<file path="src/rtl/fp_addsub_normalize_if.sv">
// rtl/fp_addsub_normalize_if.sv - operand and result handshake bundle for the add/sub normalise stage
interface fp_addsub_normalize_if #(
    parameter int MW = 28,
    parameter int EW = 8
);
    logic          in_valid;
    logic          in_ready;
    logic          SA;
    logic          SB;
    logic          Comp;
    logic [EW-1:0] EO;
    logic [MW-1:0] MA;
    logic [MW-1:0] MB;

    logic          out_valid;
    logic          out_ready;
    logic          out_sign;
    logic [EW-1:0] out_exp;
    logic [MW-1:0] out_mant;
    logic          out_zero;
    logic          out_ovf;

    modport master (
        output in_valid, SA, SB, Comp, EO, MA, MB, out_ready,
        input  in_ready, out_valid, out_sign, out_exp, out_mant, out_zero, out_ovf
    );

    modport slave (
        input  in_valid, SA, SB, Comp, EO, MA, MB, out_ready,
        output in_ready, out_valid, out_sign, out_exp, out_mant, out_zero, out_ovf
    );
endinterface

</file>
<file path="src/rtl/fp_addsub_normalize.sv">
// rtl/fp_addsub_normalize.sv - mantissa add/subtract with iterative one-bit-per-cycle normalisation
module fp_addsub_normalize #(
    parameter int MW = 28,
    parameter int EW = 8
) (
    input  logic                  clk,
    input  logic                  rst,
    fp_addsub_normalize_if.slave  bus
);
    localparam logic [EW-1:0] EXP_MAX = '1;
    localparam logic [EW-1:0] EXP_ONE = EW'(1);

    typedef enum logic [1:0] {
        IDLE = 2'd0,
        ADD  = 2'd1,
        NORM = 2'd2,
        DONE = 2'd3
    } state_t;

    typedef enum logic [2:0] {
        ACT_ZERO  = 3'd0,
        ACT_CARRY = 3'd1,
        ACT_HOLD  = 3'd2,
        ACT_SUBN  = 3'd3,
        ACT_SHIFT = 3'd4
    } norm_act_t;

    state_t        state;
    state_t        state_next;
    norm_act_t     norm_act;

    logic          sa_r;
    logic          sb_r;
    logic          comp_r;
    logic [EW-1:0] eo_r;
    logic [MW-1:0] ma_r;
    logic [MW-1:0] mb_r;

    logic          sign_r;
    logic [EW-1:0] exp_r;
    logic [MW-1:0] mant_r;

    logic          res_sign;
    logic [EW-1:0] res_exp;
    logic [MW-1:0] res_mant;
    logic          res_zero;
    logic          res_ovf;

    logic [MW-1:0] carry_mant;
    logic [EW-1:0] carry_exp;
    logic          in_ready_c;
    logic          out_valid_c;

    always_ff @(posedge clk or posedge rst) begin
        if (rst) begin
            state <= IDLE;
        end else begin
            state <= state_next;
        end
    end

    always_comb begin
        state_next = state;
        unique case (state)
            IDLE: if (bus.in_valid) state_next = ADD;
            ADD:  state_next = NORM;
            NORM: if (norm_act != ACT_SHIFT) state_next = DONE;
            DONE: if (bus.out_ready) state_next = IDLE;
            default: state_next = IDLE;
        endcase
    end

    always_comb begin
        in_ready_c  = 1'b0;
        out_valid_c = 1'b0;
        unique case (state)
            IDLE:    in_ready_c  = 1'b1;
            DONE:    out_valid_c = 1'b1;
            default: ;
        endcase
    end

    // Priority order matters: a carry must be folded back before the hidden bit is trusted.
    always_comb begin
        norm_act = ACT_SHIFT;
        if (mant_r == '0) begin
            norm_act = ACT_ZERO;
        end else if (mant_r[MW-1]) begin
            norm_act = ACT_CARRY;
        end else if (mant_r[MW-2]) begin
            norm_act = ACT_HOLD;
        end else if (exp_r == EXP_ONE) begin
            norm_act = ACT_SUBN;
        end
    end

    // Right shift by one keeps everything shifted out folded into the sticky bit.
    assign carry_mant = {1'b0, mant_r[MW-1:2], mant_r[1] | mant_r[0]};
    assign carry_exp  = exp_r + EXP_ONE;

    always_ff @(posedge clk or posedge rst) begin
        if (rst) begin
            sa_r     <= 1'b0;
            sb_r     <= 1'b0;
            comp_r   <= 1'b0;
            eo_r     <= '0;
            ma_r     <= '0;
            mb_r     <= '0;
            sign_r   <= 1'b0;
            exp_r    <= '0;
            mant_r   <= '0;
            res_sign <= 1'b0;
            res_exp  <= '0;
            res_mant <= '0;
            res_zero <= 1'b0;
            res_ovf  <= 1'b0;
        end else begin
            unique case (state)
                IDLE: begin
                    if (bus.in_valid) begin
                        sa_r   <= bus.SA;
                        sb_r   <= bus.SB;
                        comp_r <= bus.Comp;
                        eo_r   <= bus.EO;
                        ma_r   <= bus.MA;
                        mb_r   <= bus.MB;
                    end
                end
                ADD: begin
                    // MA >= MB is guaranteed upstream, so the difference never wraps.
                    mant_r <= (sa_r == sb_r) ? (ma_r + mb_r) : (ma_r - mb_r);
                    sign_r <= comp_r ? sa_r : sb_r;
                    exp_r  <= eo_r;
                end
                NORM: begin
                    unique case (norm_act)
                        ACT_ZERO: begin
                            res_sign <= 1'b0;
                            res_exp  <= '0;
                            res_mant <= '0;
                            res_zero <= 1'b1;
                            res_ovf  <= 1'b0;
                        end
                        ACT_CARRY: begin
                            res_sign <= sign_r;
                            res_exp  <= carry_exp;
                            res_zero <= 1'b0;
                            if (carry_exp == EXP_MAX) begin
                                res_mant <= '0;
                                res_ovf  <= 1'b1;
                            end else begin
                                res_mant <= carry_mant;
                                res_ovf  <= 1'b0;
                            end
                        end
                        ACT_HOLD: begin
                            res_sign <= sign_r;
                            res_exp  <= exp_r;
                            res_mant <= mant_r;
                            res_zero <= 1'b0;
                            res_ovf  <= 1'b0;
                        end
                        ACT_SUBN: begin
                            res_sign <= sign_r;
                            res_exp  <= '0;
                            res_mant <= mant_r;
                            res_zero <= 1'b0;
                            res_ovf  <= 1'b0;
                        end
                        default: begin
                            mant_r <= {mant_r[MW-2:0], 1'b0};
                            exp_r  <= exp_r - EXP_ONE;
                        end
                    endcase
                end
                default: ;
            endcase
        end
    end

    assign bus.in_ready  = in_ready_c;
    assign bus.out_valid = out_valid_c;
    assign bus.out_sign  = res_sign;
    assign bus.out_exp   = res_exp;
    assign bus.out_mant  = res_mant;
    assign bus.out_zero  = res_zero;
    assign bus.out_ovf   = res_ovf;
endmodule
</file>
<file path="src/flat_wrapper.sv">
// flat-port wrapper written by rule: the top's interface ports become plain ports
module fp_addsub_normalize_flat 
#(
    parameter int MW = 28,
    parameter int EW = 8
)
  (clk, rst, bus_in_valid, bus_SA, bus_SB, bus_Comp, bus_EO, bus_MA, bus_MB, bus_out_ready, bus_in_ready, bus_out_valid, bus_out_sign, bus_out_exp, bus_out_mant, bus_out_zero, bus_out_ovf);
  fp_addsub_normalize_if #(.MW(MW), .EW(EW)) bus_i ();
  input  logic clk;
  input  logic rst;
  input wire logic [$bits(bus_i.in_valid)-1:0] bus_in_valid;
  input wire logic [$bits(bus_i.SA)-1:0] bus_SA;
  input wire logic [$bits(bus_i.SB)-1:0] bus_SB;
  input wire logic [$bits(bus_i.Comp)-1:0] bus_Comp;
  input wire logic [$bits(bus_i.EO)-1:0] bus_EO;
  input wire logic [$bits(bus_i.MA)-1:0] bus_MA;
  input wire logic [$bits(bus_i.MB)-1:0] bus_MB;
  input wire logic [$bits(bus_i.out_ready)-1:0] bus_out_ready;
  output wire logic [$bits(bus_i.in_ready)-1:0] bus_in_ready;
  output wire logic [$bits(bus_i.out_valid)-1:0] bus_out_valid;
  output wire logic [$bits(bus_i.out_sign)-1:0] bus_out_sign;
  output wire logic [$bits(bus_i.out_exp)-1:0] bus_out_exp;
  output wire logic [$bits(bus_i.out_mant)-1:0] bus_out_mant;
  output wire logic [$bits(bus_i.out_zero)-1:0] bus_out_zero;
  output wire logic [$bits(bus_i.out_ovf)-1:0] bus_out_ovf;
  assign bus_i.in_valid = bus_in_valid;
  assign bus_i.SA = bus_SA;
  assign bus_i.SB = bus_SB;
  assign bus_i.Comp = bus_Comp;
  assign bus_i.EO = bus_EO;
  assign bus_i.MA = bus_MA;
  assign bus_i.MB = bus_MB;
  assign bus_i.out_ready = bus_out_ready;
  assign bus_in_ready = bus_i.in_ready;
  assign bus_out_valid = bus_i.out_valid;
  assign bus_out_sign = bus_i.out_sign;
  assign bus_out_exp = bus_i.out_exp;
  assign bus_out_mant = bus_i.out_mant;
  assign bus_out_zero = bus_i.out_zero;
  assign bus_out_ovf = bus_i.out_ovf;
  fp_addsub_normalize #(.MW(MW), .EW(EW)) u_core (.clk(clk), .rst(rst), .bus(bus_i));
endmodule
</file>
<file path="config.mk">
export PLATFORM = sky130hd
export DESIGN_NAME = fp_addsub_normalize_flat
export DESIGN_NICKNAME = d
export VERILOG_FILES = /design/src/rtl/fp_addsub_normalize_if.sv /design/src/rtl/fp_addsub_normalize.sv /design/src/flat_wrapper.sv
export SDC_FILE = /design/constraint.sdc
export NUM_CORES = 1
export LEC_CHECK = 0
export CAP_MARGIN = 20
export CORE_MARGIN = 2
export CORE_UTILIZATION = 58
export CTS_BUF_LIST = sky130_fd_sc_hd__clkbuf_4
export DETAILED_ROUTE_END_ITERATION = 8
export PLACE_DENSITY = 0.9
export SYNTH_ARGS = -nofsm -noshare
export SYNTH_HDL_FRONTEND = slang
export SYNTH_SLANG_ARGS = --single-unit
export TNS_END_PERCENT = 10
</file>
<file path="constraint.sdc">
create_clock -name clk -period 7.06 [get_ports clk]
set_input_delay 1.412 -clock clk [delete_from_list [all_inputs] [get_ports clk]]
set_output_delay 1.412 -clock clk [all_outputs]
set_load 0.03 [all_outputs]
</file>
==> results.sh, run 1 <==
export IMPL_status="completed"
export IMPL_drv_slew=0
export IMPL_synthXorXnorAreaFrac=0.0542
export IMPL_path_class="flop to flop"
export IMPL_area_growth_syn_to_layout_pct=18.8
export IMPL_synth_top_family_by_area="compound AO/OA/AOI/OAI gates"
export IMPL_vias_per_cell=6.01
export IMPL_grt_max_degree=90
export IMPL_std_cell_rows=43
export IMPL_holdCritPathClass="flop to flop"
export IMPL_clkTransAtPathRegs_ns=0.13
export IMPL_synthMuxAreaShare=0.0997
export IMPL_netlist_instances=855
export IMPL_yosys_cell_types_count=58
export IMPL_initial_core_util=0.599
export IMPL_netlist_area_um2=8370
export IMPL_cts_tree="done"
export IMPL_async_flop_share=1.00
export IMPL_synth_seq_cells=145
export IMPL_synth_area_per_cell_um2=9.79
export IMPL_worst_path_max_fanout=8
export IMPL_timing_final_hold_violations=0
export IMPL_setup_violations=0
export IMPL_first_iter_violations=578
export IMPL_antenna_left=0
export IMPL_cts_root_buffer="clkbuf_4"
export IMPL_antenna_found_initial=0
export IMPL_synth_compound_area_frac=0.193
export IMPL_dpl_hpwl_um=13700
export IMPL_fp_dieArea_um2=15400
export IMPL_cts_setup_buffers=0
export IMPL_synthAdderAreaFrac=0.0607
export IMPL_ctsHtreeMaxLevel=4
export IMPL_nets=1060
export IMPL_avgRoutedWirePerCell_um=16.5
export IMPL_seq_area_um2=3630
export IMPL_die_x_um=124
export IMPL_synth_edf_count=0
export IMPL_core_area_um2=14000
export IMPL_met2_length_um=8750
export IMPL_drive_gt1_frac=0.124
export IMPL_placed_area_um2=9640
export IMPL_end_kind="flop"
export IMPL_met3WireLength_um=1070
export IMPL_synth_simple_area_share=0.133
export IMPL_yosysWarnings=0
export IMPL_yosys_most_used_dff="dfrtp_1"
export IMPL_num_vias=6868
export IMPL_maxCapViolCount=0
export IMPL_fin_crit_sh=0.595
export IMPL_place_port_buffers=111
export IMPL_clock_path_buffers=2
export IMPL_slew_headroom=0.365
export IMPL_fp_dieH_um=124
export IMPL_critical_path_required_ns=7.58
export IMPL_hold_buffers=0
export IMPL_place_gp_congestion=0.915
export IMPL_tightest_slew_ns=0.952
export IMPL_wl_um=18800
export IMPL_synth_nets=966
export IMPL_grt_pass1_wl_um=31000
export IMPL_drc=0
export IMPL_cts_buffers=17
export IMPL_multi_input_area_um2=4550
export IMPL_skew_ns=0.0202
export IMPL_final_area_um2=9950
export IMPL_period_needed_ns=4.20
export IMPL_top_layer="met4"
export IMPL_rsz0062_at_grt="no"
export IMPL_ios=112
export IMPL_grt_pass1_vias=6374
export IMPL_grt_usage=0.258
export IMPL_overflow=0
export IMPL_yosysSeqAreaShare=0.433
export IMPL_drt_pre_antenna_iters=6
export IMPL_met1_length_um=8700
export IMPL_tns_ns=0
export IMPL_fillCellCount=1038
export IMPL_fmax_ghz=0.238
export IMPL_cp_arrival_ns=4.72
export IMPL_startpoint_type="flop"
export IMPL_cts_resized_gates=0
export IMPL_clock_sinks=145
export IMPL_clk_latency_ns=0.57
==> metal layers <==
| metal | up-vias | GRT usage |
|---|---|---|
| met4 | 0 | 0.0906 |
| met1 | 3260 | 0.362 |
| met2 | 257 | 0.405 |
| met3 | 26 | 0.0462 |
| met5 | - | 0 |
| li1 | 3325 | - |
==> layout by cell type, fill, tap and decap left out, types with 15 or more instances in the layout <==
master	count
clkdlybuf4s50_1	111
mux2_2	67
nor2_1	47
clkbuf_4	19
a21o_1	20
nand2_1	82
o21ai_0	79
xnor2_1	35
xor2_1	15
ha_1	39
a22oi_1	38
dfrtp_1	145
a21oi_1	61
==> worst max-delay path: stages, from the launching register on <==
cell and delay (ns):
dfrtp_1 0.45, or4_1 0.60, nor2_1 0.16, nand4b_1 0.19
nor2_1 0.13, nand2_1 0.12, nand2_1 0.12, xnor2_1 0.07
ha_1 0.39, a21o_1 0.22, a21o_1 0.17, a21o_1 0.20
a311oi_1 0.26, o21ai_0 0.17, or3_2 0.43, or3_1 0.36
nand3_1 0.09
==> kinds of logic after synthesis <==
group	after synthesis
mux	75
flops	145
buf+inv	59
fa+ha+maj	40
xor+xnor	51
compound gates	260
simple gates	225
==> through the flow <==
| step | instances | util | hold slack, ns | setup slack, ns |
|---|---|---|---|---|
| 6_report | 1143 | 0.711 | 0.491 | 2.86 |
| 5_1_grt | 1142 | 0.711 | 0.513 | 2.58 |
| 4_1_cts | 1142 | 0.711 | 0.496 | 2.90 |
| 3_5_place_dp | 1110 | 0.689 | 0.470 | 2.91 |
| 3_3_place_gp | 1110 | 0.689 | 0.459 | 3.04 |
| 2_1_floorplan | 855 | - | 0.456 | 1.75 |
==> path summary, 6_finish.rpt <==
check / start / end / slack [ns] / cells past startpoint
max: u_core.mb_r[9]$_DFFE_PP0P_ / u_core.mant_r[27]$_DFFE_PP0P_ / 2.86 / 16
min: u_core.bus.out_mant[3]$_DFFE_PP0P_ / u_core.bus.out_mant[3]$_DFFE_PP0P_ / 0.49 / 2
max reg2reg: u_core.mb_r[9]$_DFFE_PP0P_ / u_core.mant_r[27]$_DFFE_PP0P_ / 2.86 / 16
min reg2reg: u_core.bus.out_mant[3]$_DFFE_PP0P_ / u_core.bus.out_mant[3]$_DFFE_PP0P_ / 0.49 / 2
max in group asynchronous: rst / u_core.ma_r[19]$_DFFE_PP0P_ / 4.50 / 3
min in group asynchronous: rst / u_core.eo_r[3]$_DFFE_PP0P_ / 1.36 / 2
==> cell type report <==
type                    instances  share of cell area
repair buffers                119               0.118
diodes                          1            0.000252
multi-input cells             651               0.457
inverters                      15             0.00616
well taps                     180              0.0226
flip-flops and latches        145               0.365
clock inverters                13              0.0169
clock buffers                  19              0.0143
==> Yosys cell counts, types with 14 or more instances <==
cell type,number,area [um2]
dfrtp_1,145,3630
nand2_1,83,312
o21ai_0,79,395
mux2_2,67,754
a21oi_1,61,305
nor2_1,48,180
clkbuf_1,44,165
ha_1,39,488
a22oi_1,38,285
xnor2_1,35,307
a21o_1,20,150
inv_1,15,56.3
nor3_1,15,75.1
xor2_1,15,131
nand3_1,14,70.1
==> sequential cells by signal, summed over array words and instances, names as in the netlist, 2 cells and up <==
register             count
u_core.bus.out_exp       8
u_core.bus.out_mant     28
u_core.eo_r              8
u_core.exp_r             8
u_core.ma_r             28
u_core.mant_r           28
u_core.mb_r             28
u_core.state             2
Power of run 1 is not shown: default switching activity piles up to over one toggle a cycle in this logic, so the estimate is an artifact.
==> inputs of run 2 (changes only) <==
--- a/config.mk
+++ b/config.mk
@@ -7,10 +7,10 @@
 export LEC_CHECK = 0
 export CAP_MARGIN = 20
 export CORE_MARGIN = 2
-export CORE_UTILIZATION = 58
+export CORE_UTILIZATION = 52
 export CTS_BUF_LIST = sky130_fd_sc_hd__clkbuf_4
 export DETAILED_ROUTE_END_ITERATION = 8
-export PLACE_DENSITY = 0.9
+export PLACE_DENSITY = 0.85
 export SYNTH_ARGS = -nofsm -noshare
 export SYNTH_HDL_FRONTEND = slang
 export SYNTH_SLANG_ARGS = --single-unit
==> constraint.sdc (replaced) <==
create_clock -name clk -period 3.6 [get_ports clk]
set_input_delay 0.72 -clock clk [delete_from_list [all_inputs] [get_ports clk]]
set_output_delay 0.72 -clock clk [all_outputs]
set_load 0.03 [all_outputs]
==> run 2 against run 1 <==
Net effect: the run now ends with negative setup slack left; first-iteration DRC count increased by 10%; register-to-register slack got worse by 3.0 ns; via count up 4.0%; wire length increased by 8.3%; highest routed layer unchanged; hold slack worse by 0.0028 ns; critical path depth unchanged; worst setup slack lost 3.0 ns; flip-flop and latch count unchanged; clock skew fell by 0.0025 ns; fmax grew 11%; critical path type unchanged.
==> results.sh, run 2 (same netlist as run 1, synthesis figures left out) <==
export IMPL_end_kind="flop"
export IMPL_fp_dieH_um=131
export IMPL_grt_pass1_wl_um=33200
export IMPL_rr_startpoint="u_core.mb_r[3]$_DFFE_PP0P_"
export IMPL_slew_headroom=0.441
export IMPL_num_vias=7143
export IMPL_startpoint_type="flop"
export IMPL_hold_slack_ns=0.488
export IMPL_path_class="flop to flop"
export IMPL_place_port_buffers=111
export IMPL_first_iter_violations=637
export IMPL_ctsHtreeMaxLevel=4
export IMPL_layout_common_cells="145 x dfrtp_1, 111 x clkdlybuf4s50_1, 82 x nand2_1"
export IMPL_worstPathCellList="or4_4 > nor2_4 > nand4b_1 > nor2_1 > nand2_1 > nand2_1 > xnor2_1 > ha_1 > a21o_1 > a21o_1 > a21o_1 > a311oi_1 > o21ai_1 > or3_4 > or3_1 > nand3_1"
export IMPL_worstHoldStart="u_core.bus.out_mant[26]$_DFFE_PP0P_"
export IMPL_maxCapViolCount=0
export IMPL_drt_pre_antenna_iters=5
export IMPL_final_common_cell="dfrtp_1"
export IMPL_grt_pass1_vias=6806
export IMPL_area_growth_syn_to_layout_pct=28.0
export IMPL_met3WireLength_um=1060
export IMPL_holdCritPathClass="flop to flop"
export IMPL_vias_per_cell=5.74
export IMPL_violations="negative setup slack"
export IMPL_initial_core_util=0.529
export IMPL_grt_max_degree=68
export IMPL_met1_length_um=9070
export IMPL_die_x_um=131
export IMPL_met2_length_um=9940
export IMPL_cts_buffers=17
export IMPL_avgRoutedWirePerCell_um=16.4
export IMPL_fmax_ghz=0.265
export IMPL_cp_num_buf_inv=0
export IMPL_drive_gt1_frac=0.202
export IMPL_drc=0
export IMPL_std_cell_rows=46
export IMPL_worst_path_max_fanout=3
export IMPL_status="complete, but fails checks"
export IMPL_clock_sinks=145
export IMPL_clk_latency_ns=0.57
export IMPL_cp_top_family="simple AND/OR/NAND/NOR gates"
export IMPL_place_gp_congestion=0.903
export IMPL_rr_worst_depth=16
export IMPL_ios=112
export IMPL_period_needed_ns=3.78
export IMPL_wl_um=20400
export IMPL_core_area_um2=15800
export IMPL_rsz0062_at_grt="yes"
export IMPL_whs_endpoint="u_core.bus.out_mant[26]$_DFFE_PP0P_"
export IMPL_cts_tree="done"
export IMPL_cp_slowest_cell="or4_4"
export IMPL_fin_crit_sh=1.05
export IMPL_clock_path_buffers=2
export IMPL_top_layer="met4"
export IMPL_hold_path_depth=1
export IMPL_fp_dieArea_um2=17100
export IMPL_nets=1124
export IMPL_antenna_found_initial=1
export IMPL_grt_usage=0.246
export IMPL_overflow=0
export IMPL_rrSetupSlack_ns=-0.18
export IMPL_critical_path_required_ns=4.12
export IMPL_timing_final_hold_violations=0
export IMPL_antenna_left=0
export IMPL_cp_arrival_ns=4.29
export IMPL_path_common_cell="a21o_1"
export IMPL_max_stage_delay_ns=0.59
export IMPL_drv_slew=0
export IMPL_dpl_hpwl_um=14700
export IMPL_skew_ns=0.0177
export IMPL_tightest_slew_ns=0.837
export IMPL_finalWorstSetupSlack_ns=-0.176
export IMPL_cts_root_buffer="clkbuf_4"
export IMPL_clkTransAtPathRegs_ns=0.13
export IMPL_reg2reg_to="u_core.mant_r[27]$_DFFE_PP0P_"
export IMPL_setup_violations=6
export IMPL_crit_path_start="u_core.mb_r[3]$_DFFE_PP0P_"
## run 2: cell type report
class / instances / area (um2)
diodes: 3 / 7.51
clock buffers: 19 / 143
clock inverters: 13 / 184
fillers: 1200 / 5110
inverters: 15 / 60.1
multi-input cells: 651 / 4700
flip-flops and latches: 145 / 3630
well taps: 216 / 270
repair buffers: 183 / 1720
## run 2: routing by layer
metal / vias to the layer above / global-route usage
met3: 26 / 0.0464
li1: 3445 / -
met1: 3434 / 0.327
met2: 238 / 0.409
met4: 0 / 0.0826
met5: - / 0
## run 2: worst register-to-register path: stages, from the launching register on
cell and delay, ns:
dfrtp_1 0.41, or4_4 0.59, nor2_4 0.11, nand4b_1 0.14
nor2_1 0.12, nand2_1 0.13, nand2_1 0.12, xnor2_1 0.13
ha_1 0.28, a21o_1 0.19, a21o_1 0.16, a21o_1 0.16
a311oi_1 0.26, o21ai_1 0.12, or3_4 0.33, or3_1 0.37
nand3_1 0.09
## run 2: repair_timing
action                     in CTS  in global routing
setup buffers                   8                  3
resized for setup              14                 23
hold buffers                    0                  0
setup endpoints to repair       5                 10
pin swaps                      18                 15
## run 2: how the worst max path moves through the flow
stage                               endpoint  slack (ns)  cells after the start
2_1_floorplan  u_core.mant_r[27]$_DFFE_PP0P_       -0.31                     17
3_3_place_gp   u_core.mant_r[27]$_DFFE_PP0P_       -0.14                     16
3_5_place_dp   u_core.mant_r[27]$_DFFE_PP0P_       -0.22                     16
4_1_cts        u_core.mant_r[27]$_DFFE_PP0P_       -0.08                     16
5_1_grt        u_core.mant_r[27]$_DFFE_PP0P_       -0.32                     15
6_report       u_core.mant_r[27]$_DFFE_PP0P_       -0.18                     16
## run 2: through the flow
| stage | util | TNS, ns | std cells | area (um2) | setup WS [ns] |
|---|---|---|---|---|---|
| final | 0.677 | -0.378 | 1245 | 10700 | -0.176 |
| after global routing | 0.677 | -1.60 | 1245 | 10700 | -0.316 |
| after CTS | 0.668 | -0.124 | 1239 | 10600 | -0.0768 |
| after detailed placement | 0.641 | -0.425 | 1200 | 10100 | -0.217 |
| after global placement | 0.641 | -0.209 | 1200 | 10100 | -0.141 |
| after floorplan | - | -0.323 | 855 | 8380 | -0.310 |
Power of run 2 is left out for the same reason.
